## src/rtl/serial_adder_ctrl_if.sv

```systemverilog
// serial_adder_ctrl_if: operand/result handshake plus the 1-bit full adder taps.
// Ovf exists only when OVERFLOW_DETECT_EN is defined.
interface serial_adder_ctrl_if #(parameter int WIDTH = 8);
    logic             Start;
    logic [WIDTH-1:0] OpA;
    logic [WIDTH-1:0] OpB;
    logic             CinInit;
    logic             Ready;
    logic             Done;
    logic [WIDTH-1:0] Sum;
    logic             CoutFinal;
    logic             FaA;
    logic             FaB;
    logic             FaCin;
    logic             FaS;
    logic             FaCout;
`ifdef OVERFLOW_DETECT_EN
    logic             Ovf;
`endif
    modport master (
        output Start, OpA, OpB, CinInit, FaS, FaCout,
        input  Ready, Done, Sum, CoutFinal, FaA, FaB, FaCin
`ifdef OVERFLOW_DETECT_EN
        , input Ovf
`endif
    );
    modport slave (
        input  Start, OpA, OpB, CinInit, FaS, FaCout,
        output Ready, Done, Sum, CoutFinal, FaA, FaB, FaCin
`ifdef OVERFLOW_DETECT_EN
        , output Ovf
`endif
    );
endinterface

```

## src/rtl/serial_adder_ctrl.sv

```systemverilog
// serial_adder_ctrl: LSB-first bit-serial adder sequencer around an external full adder.
// Define OVERFLOW_DETECT_EN to add the signed-overflow flag Ovf.
module serial_adder_ctrl #(
    parameter int WIDTH = 8
) (
    input logic               Clk,
    input logic               Rst,
    serial_adder_ctrl_if.slave bus
);
    localparam int CW = $clog2(WIDTH);
    typedef enum logic [1:0] {IDLE, SHIFT, DONE} state_e;
    state_e           state_q, state_d;
    logic [WIDTH-1:0] sha_q, shb_q, sum_q, sum_nxt;
    logic [WIDTH-2:0] shs_q;
    logic             carry_q, cout_q, last;
    logic [CW-1:0]    cnt_q;
`ifdef OVERFLOW_DETECT_EN
    logic             ovf_q;
`endif
    assign last    = cnt_q == CW'(WIDTH - 1);
    assign sum_nxt = {bus.FaS, shs_q};
    always_ff @(posedge Clk) begin
        if (Rst) state_q <= IDLE;
        else     state_q <= state_d;
    end
    always_comb begin
        state_d = (state_q == IDLE)  ? (bus.Start ? SHIFT : IDLE) :
                  (state_q == SHIFT) ? (last ? DONE : SHIFT) : IDLE;
    end
    always_comb begin
        bus.Ready     = state_q == IDLE;
        bus.Done      = state_q == DONE;
        bus.FaA       = (state_q == SHIFT) & sha_q[0];
        bus.FaB       = (state_q == SHIFT) & shb_q[0];
        bus.FaCin     = (state_q == SHIFT) & carry_q;
        bus.Sum       = sum_q;
        bus.CoutFinal = cout_q;
`ifdef OVERFLOW_DETECT_EN
        bus.Ovf       = ovf_q;
`endif
    end
    // Partial sum keeps only the upper WIDTH-1 bits; the newest bit comes straight from FaS.
    always_ff @(posedge Clk) begin
        if (Rst) begin
            sha_q   <= '0;
            shb_q   <= '0;
            shs_q   <= '0;
            carry_q <= 1'b0;
            cnt_q   <= '0;
            sum_q   <= '0;
            cout_q  <= 1'b0;
`ifdef OVERFLOW_DETECT_EN
            ovf_q   <= 1'b0;
`endif
        end else if (state_q == IDLE && bus.Start) begin
            sha_q   <= bus.OpA;
            shb_q   <= bus.OpB;
            carry_q <= bus.CinInit;
            cnt_q   <= '0;
        end else if (state_q == SHIFT) begin
            sha_q   <= sha_q >> 1;
            shb_q   <= shb_q >> 1;
            shs_q   <= sum_nxt[WIDTH-1:1];
            carry_q <= bus.FaCout;
            cnt_q   <= cnt_q + CW'(1);
            if (last) begin
                sum_q  <= sum_nxt;
                cout_q <= bus.FaCout;
`ifdef OVERFLOW_DETECT_EN
                ovf_q  <= carry_q ^ bus.FaCout;
`endif
            end
        end
    end
endmodule

```

## src/flat_wrapper.sv

```systemverilog
// flat-port wrapper written by rule: the top's interface ports become plain ports
module serial_adder_ctrl_flat 
#(
    parameter int WIDTH = 8
)
  (Clk, Rst, bus_Start, bus_OpA, bus_OpB, bus_CinInit, bus_FaS, bus_FaCout, bus_Ready, bus_Done, bus_Sum, bus_CoutFinal, bus_FaA, bus_FaB, bus_FaCin);
  serial_adder_ctrl_if #(.WIDTH(WIDTH)) bus_i ();
  input logic Clk;
  input logic Rst;
  input wire logic [$bits(bus_i.Start)-1:0] bus_Start;
  input wire logic [$bits(bus_i.OpA)-1:0] bus_OpA;
  input wire logic [$bits(bus_i.OpB)-1:0] bus_OpB;
  input wire logic [$bits(bus_i.CinInit)-1:0] bus_CinInit;
  input wire logic [$bits(bus_i.FaS)-1:0] bus_FaS;
  input wire logic [$bits(bus_i.FaCout)-1:0] bus_FaCout;
  output wire logic [$bits(bus_i.Ready)-1:0] bus_Ready;
  output wire logic [$bits(bus_i.Done)-1:0] bus_Done;
  output wire logic [$bits(bus_i.Sum)-1:0] bus_Sum;
  output wire logic [$bits(bus_i.CoutFinal)-1:0] bus_CoutFinal;
  output wire logic [$bits(bus_i.FaA)-1:0] bus_FaA;
  output wire logic [$bits(bus_i.FaB)-1:0] bus_FaB;
  output wire logic [$bits(bus_i.FaCin)-1:0] bus_FaCin;
  assign bus_i.Start = bus_Start;
  assign bus_i.OpA = bus_OpA;
  assign bus_i.OpB = bus_OpB;
  assign bus_i.CinInit = bus_CinInit;
  assign bus_i.FaS = bus_FaS;
  assign bus_i.FaCout = bus_FaCout;
  assign bus_Ready = bus_i.Ready;
  assign bus_Done = bus_i.Done;
  assign bus_Sum = bus_i.Sum;
  assign bus_CoutFinal = bus_i.CoutFinal;
  assign bus_FaA = bus_i.FaA;
  assign bus_FaB = bus_i.FaB;
  assign bus_FaCin = bus_i.FaCin;
  serial_adder_ctrl #(.WIDTH(WIDTH)) u_core (.Clk(Clk), .Rst(Rst), .bus(bus_i));
endmodule
```

## config.mk

```make
export PLATFORM = sky130hd
export DESIGN_NAME = serial_adder_ctrl_flat
export DESIGN_NICKNAME = d
export VERILOG_FILES = /design/src/rtl/serial_adder_ctrl_if.sv /design/src/rtl/serial_adder_ctrl.sv /design/src/flat_wrapper.sv
export SDC_FILE = /design/constraint.sdc
export NUM_CORES = 1
export LEC_CHECK = 0
export ABC_AREA = 1
export CORE_ASPECT_RATIO = 1.4
export CORE_UTILIZATION = 50
export DETAILED_ROUTE_END_ITERATION = 10
export PLACE_DENSITY = 0.78
export SLEW_MARGIN = 15
export SYNTH_ARGS = -nofsm -noshare
export SYNTH_HDL_FRONTEND = slang
export SYNTH_SLANG_ARGS = --single-unit
```

## constraint.sdc

```tcl
create_clock -name Clk -period 2.4 [get_ports Clk]
set_input_delay 0.24 -clock Clk [delete_from_list [all_inputs] [get_ports Clk]]
set_output_delay 0.24 -clock Clk [all_outputs]
set_load 0.05 [all_outputs]
```

==> flow_summary.toml, run 1 <==
[clocking]
postCtsSetupBuffers = 0
cts_tree = "yes"
insertion_delay_ns = 0.29
clk_pin_slew_ns = 0.07
htreeDepth = 2
clock_sink_count = 38
hold_buffers = 0
cts-root-buf = "clkbuf_8"
cts_resized = 0
clk_path_buf_depth = 2
cts_inserted_buffers = 5

[global_route]
grt_pass1_vias = 1472
grt_max_degree = 19
grt.total_usage_pct = 22.3
grt_overflow = 0
antenna_found_initial = 0
grt_pass1_wl_mm = 6.24

[cells_and_area]
antenna_cells = 0
final_net_count = 298
syn_to_final_growth_pct = 26.1
drive_above_1_share_pct = 9.82
post-route-util_pct = 68.0

[logic_synthesis]
yosysWarnings = 0
synthCells = 240
ys_ff_latch = 38
synth.avg_cell_area_sq_um = 7.15
synth_nets = 264
seq_area_frac_synth_pct = 44.3
synth_area_sq_um = 1720
synthDistinctLibCells = 18

[floorplanning]
dieArea_sq_um = 3670
die_h_um = 71.3
start_util_pct = 53.9
die_w_um = 51.5
core_sq_um = 3180
rows = 24
ios = 36

[sta]
max_slew_margin_pct = 66.8
finalSetupViolCount = 0
hold_ws_ns = 0.468
fin_crit_ns = 2.13
skew_ns = 0.00543
finalSetupTns_ns = 0
fmax_ghz = 0.470
rsz0062_at_grt = "false"
tightest_slew_ns = 0.497
hold_viol = 0
post-route-period-util_pct = 88.6
maxSlewViolCount = 0

[detailed_routing]
drt_iter0_drc = 51
drtPass1Iterations = 4
via_count = 1561
ant_nets = 0
drc = 0
routed_via_density = 4.97
avgRoutedWirePerCell_um = 11.5
finalWirelength_mm = 3.61

[setup_path]
crit_type = "reg2out"
required_ns = 2.16
critPathMaxFanout = 15
arrival_ns = 1.89
worst_setup_path_start_kind = "register"
cp-end-kind = "output port"

[placement]
dp_hpwl_mm = 2.49
gp_congestion = 0.750
portBuffers = 35

[job]
drv_cap = 0

[hold_path]
min_path_type = "reg2reg"

[outcome]
status = "complete, no violations"

[power_and_ir_drop]
power_density_nw_per_um2 = 640
ir_worst_vdd_v = 0.000672
p_leak_nw = 0.984
==> registers in the layout, indices dropped and copies added (netlist names) <==
| register | count |
|---|---|
| u_core.bus.Sum | 8 |
| u_core.state_q | 2 |
| u_core.shb_q | 8 |
| u_core.carry_q | 1 |
| u_core.shs_q | 7 |
| u_core.sha_q | 8 |
| u_core.bus.CoutFinal | 1 |
| u_core.cnt_q | 3 |
==> synth_stat cells (all sizes together) <==
library cell  number  area share (%)
inv               28             6.1
ha                 2             1.5
a21oi             20             5.8
xor2               1            0.51
clkbuf             1            0.22
dfxtp             38              44
buf               11             4.7
nor2              32             8.3
nand2             60              14
o21ai             16             5.3
nand3             31             9.0
==> critical path, cell delays in order (launching register included) <==
cell and delay, ns:
dfxtp_1 0.47, inv_2 0.20, nor2_1 0.12, clkdlybuf4s50_1 0.80
==> cell usage in the layout (no fill, tap or decap) <==
cell,synthesis,layout
o21ai_0,4,4
o21ai_1,11,11
a21oi_1,20,20
ha_1,2,2
nand2_2,1,1
nand2_4,2,2
nand2_1,57,57
clkbuf_8,0,8
buf_4,0,7
clkdlybuf4s50_1,0,32
dfxtp_1,38,38
nor2_1,29,29
nor2_4,3,3
inv_2,5,5
nand3_1,31,31
xor2_1,1,1
inv_1,23,23
o21ai_4,1,1
==> routing by layer <==
metal | wire length [um] | vias to the layer above | part of all wire (%) | GRT usage [%]
li1 | - | 822 | - | -
met1 | 1570 | 693 | 43 | 25.8
met2 | 1850 | 41 | 51 | 40.0
met3 | 152 | 5 | 4.2 | 3.18
met4 | 46 | 0 | 1.3 | 9.01
met5 | 0 | - | 0 | 0
==> logic make-up (layout without fill, tap and decap cells) <==
logic type | count (synthesis) | in the layout | synth area share, %
flip-flops | 38 | 38 | 44.3
AND/OR/NAND/NOR | 123 | 123 | 31.5
AO/OA/AOI/OAI | 36 | 36 | 11.2
adder cells (fa/ha/maj) | 2 | 2 | 1.46
XOR/XNOR | 1 | 1 | 0.511
buffers and inverters | 40 | 75 | 11.0
==> final cells by class <==
class                      instances  area, sq um
clock buffer                       8          110
timing repair buffer              39          373
sequential                        38          761
multi-input combinational        162          766
fill                             276         1020
tap                               39         48.8
inverter                          28          105
==> per-stage QoR <==
step                      area [sq um]  instances  total power, W  setup WS (ns)
after floorplan                   1720        240        0.000837          0.785
after global placement            2050        306        0.000893          0.638
after detailed placement          2050        306        0.000897          0.600
after CTS                         2160        314         0.00140          0.271
after global routing              2160        314         0.00145          0.192
final                             2160        314         0.00138          0.273
==> report_power, final <==
group / switching (W) / internal, W
clock network: 0.000211 / 0.000290
logic: 0.000111 / 0.0000838
registers: 0.0000221 / 0.000666
==> worst paths after layout <==
check	startpoint	end	slack, ns	cells after the start
worst min-delay path	u_core.shb_q[1]$_SDFFE_PP0P_	u_core.shb_q[1]$_SDFFE_PP0P_	0.47	2
worst max register to register	u_core.state_q[0]$_SDFF_PP0_	u_core.bus.Sum[4]$_SDFFE_PP0P_	0.81	6
worst min register to register	u_core.shb_q[1]$_SDFFE_PP0P_	u_core.shb_q[1]$_SDFFE_PP0P_	0.47	2
worst max-delay path	u_core.state_q[1]$_SDFF_PP0_	bus_Done	0.27	3
(Power assumes the default switching activity.)
==> inputs of run 2 (changes only) <==
TNS_END_PERCENT = 5   (was unset)
==> results of run 2 <==
The final DEF is identical to that of run 1; final timing and power are the same.
==> inputs of run 3 (changes only) <==
CORE_UTILIZATION = 45   (was 50)
PLACE_DENSITY = 0.75   (was 0.78)
REMOVE_ABC_BUFFERS = 1   (was unset)
clock period = 1.7 ns   (was 2.4 ns; I/O delays follow)
==> flow_summary.toml, run 3 (same netlist as run 1, synthesis figures left out) <==
[outcome]
status = "complete, no violations"

[detailed_routing]
finalWirelength_mm = 3.63
drtPass1Iterations = 4
drt_iter0_drc = 67
avgRoutedWirePerCell_um = 11.4
ant_nets = 0
routed_via_density = 4.93
drc = 0
via_count = 1574

[global_route]
grt_max_degree = 19
grt_pass1_wl_mm = 6.00
antenna_found_initial = 0
grt.total_usage_pct = 20.1
grt_overflow = 0
grt_pass1_vias = 1403

[setup_path]
crit_type = "reg2out"
critPathMaxFanout = 2
cpPeakStageDelay_ns = 0.80
cpLargestDelayFamily = "buffers and inverters"
reg2reg_to = "u_core.bus.Sum[1]$_SDFFE_PP0P_"
worstReg2RegStart = "u_core.cnt_q[0]$_SDFFE_PP0P_"
path_cells = "clkdlybuf4s50_1"
r2r_slack_ns = 0.36
required_ns = 1.53
worst_setup_path_start_kind = "register"
cp-end-kind = "output port"
crit_path_top_delay_cell = "clkdlybuf4s50_1"
r2r_cells = 7
cp_num_cells = 1
path_buf_inv = 1
arrival_ns = 1.43

[clocking]
insertion_delay_ns = 0.29
clock_sink_count = 38
hold_buffers = 0
clk_pin_slew_ns = 0.07
cts_resized = 0
cts-root-buf = "clkbuf_8"
cts_tree = "yes"
clk_path_buf_depth = 2
postCtsSetupBuffers = 0
cts_inserted_buffers = 5
htreeDepth = 2

[power_and_ir_drop]
power_density_nw_per_um2 = 863
clock_power_share_pct = 33.8
ir_worst_vdd_v = 0.000689
p_sw_share_pct = 26.6
power_frac_seq_pct = 50.9
p_total_w = 0.00190
p_int_w = 0.00140
netSwitchingPower_w = 0.000506
p_comb_share_pct = 15.3
p_leak_nw = 1.00

[cells_and_area]
layout_common_cells = "nand2_1, dfxtp_1, nand3_1, nor2_1, clkdlybuf4s50_1"
antenna_cells = 0
final_net_count = 300
drive_above_1_share_pct = 11.2
final_common_cell = "nand2_1"
fill_cells = 332
syn_to_final_growth_pct = 28.6

[placement]
portBuffers = 35
gp_congestion = 0.714
dp_hpwl_mm = 2.37

[sta]
finalSetupViolCount = 0
hold_ws_ns = 0.438
max_slew_margin_pct = 66.9
skew_ns = 0.00592
maxSlewViolCount = 0
post-route-period-util_pct = 94.3
fmax_ghz = 0.624
fin_crit_ns = 1.60
hold_viol = 0
tightest_slew_ns = 0.495
rsz0062_at_grt = "false"
finalSetupTns_ns = 0

[floorplanning]
die_h_um = 75.1
core_sq_um = 3640
die_w_um = 54.2
ios = 36
rows = 26
dieArea_sq_um = 4070
start_util_pct = 47.1

[hold_path]
holdPathStages = 3
min_to = "u_core.shb_q[7]$_SDFFE_PP0P_"
min_path_type = "in2reg"
holdCritStartpoint = "bus_OpB[7]"

[job]
drv_cap = 0
-- run 3: changes by cell type in the layout (fill, tap and decap cells not counted) --
cell	delta
clkbuf_1	+1
clkdlybuf4s50_1	-3
clkbuf_8	-2
clkinv_2	+1
buf_4	+1
buf_12	+4
-- run 3: metal layers --
| layer | vias up | wire, um | GRT usage (%) |
|---|---|---|---|
| met5 | - | 0 | 0 |
| met4 | 0 | 62 | 8.55 |
| met3 | 7 | 174 | 5.45 |
| met2 | 28 | 1660 | 32.7 |
| met1 | 712 | 1730 | 24.6 |
| li1 | 827 | - | - |
-- run 3: cell type report --
class / instances / area [sq um] / share of cell area, %
clock inverter: 1 / 5.00 / 0.227
timing repair buffer: 41 / 430 / 19.5
tap: 42 / 52.6 / 2.38
multi-input combinational: 162 / 766 / 34.7
inverter: 28 / 105 / 4.76
sequential: 38 / 761 / 34.5
clock buffer: 7 / 86.3 / 3.91
-- run 3: how the worst max path moves through the flow --
stage / start / endpoint / slack (ns)
detailed placement: bus_Start / u_core.sha_q[0]$_SDFFE_PP0P_ / 0.23
CTS: u_core.bus.Sum[2]$_SDFFE_PP0P_ / bus_Sum[2] / 0.09
finish: u_core.bus.Sum[3]$_SDFFE_PP0P_ / bus_Sum[3] / 0.1
global route: u_core.bus.Sum[2]$_SDFFE_PP0P_ / bus_Sum[2] / 0.06
global placement: bus_Start / u_core.shb_q[0]$_SDFFE_PP0P_ / 0.27
floorplan: u_core.state_q[0]$_SDFF_PP0_ / bus_FaA / -0.06
-- run 3: per-stage QoR --
step	instance area [sq um]	utilization, %	setup slack (ns)	instances
floorplan	1630	-	-0.0572	228
global placement	2110	58.0	0.271	311
detailed placement	2110	58.0	0.234	311
CTS	2210	60.5	0.0880	319
global route	2210	60.5	0.0572	319
finish	2210	60.5	0.0973	319
-- run 3: power groups by stage --
stage | Clock (W) | Combinational, W | Sequential (W)
after floorplan | 0 | 0.000158 | 0.000989
after global placement | 0 | 0.000290 | 0.000988
after detailed placement | 0 | 0.000293 | 0.000989
after CTS | 0.000649 | 0.000294 | 0.000969
after global routing | 0.000686 | 0.000328 | 0.000974
final | 0.000642 | 0.000291 | 0.000969
-- run 3: tightest hold or removal path, stage by stage --
cell and delay [ns]:
clkdlybuf4s50_1 0.39, nand2_1 0.07, a21oi_1 0.05
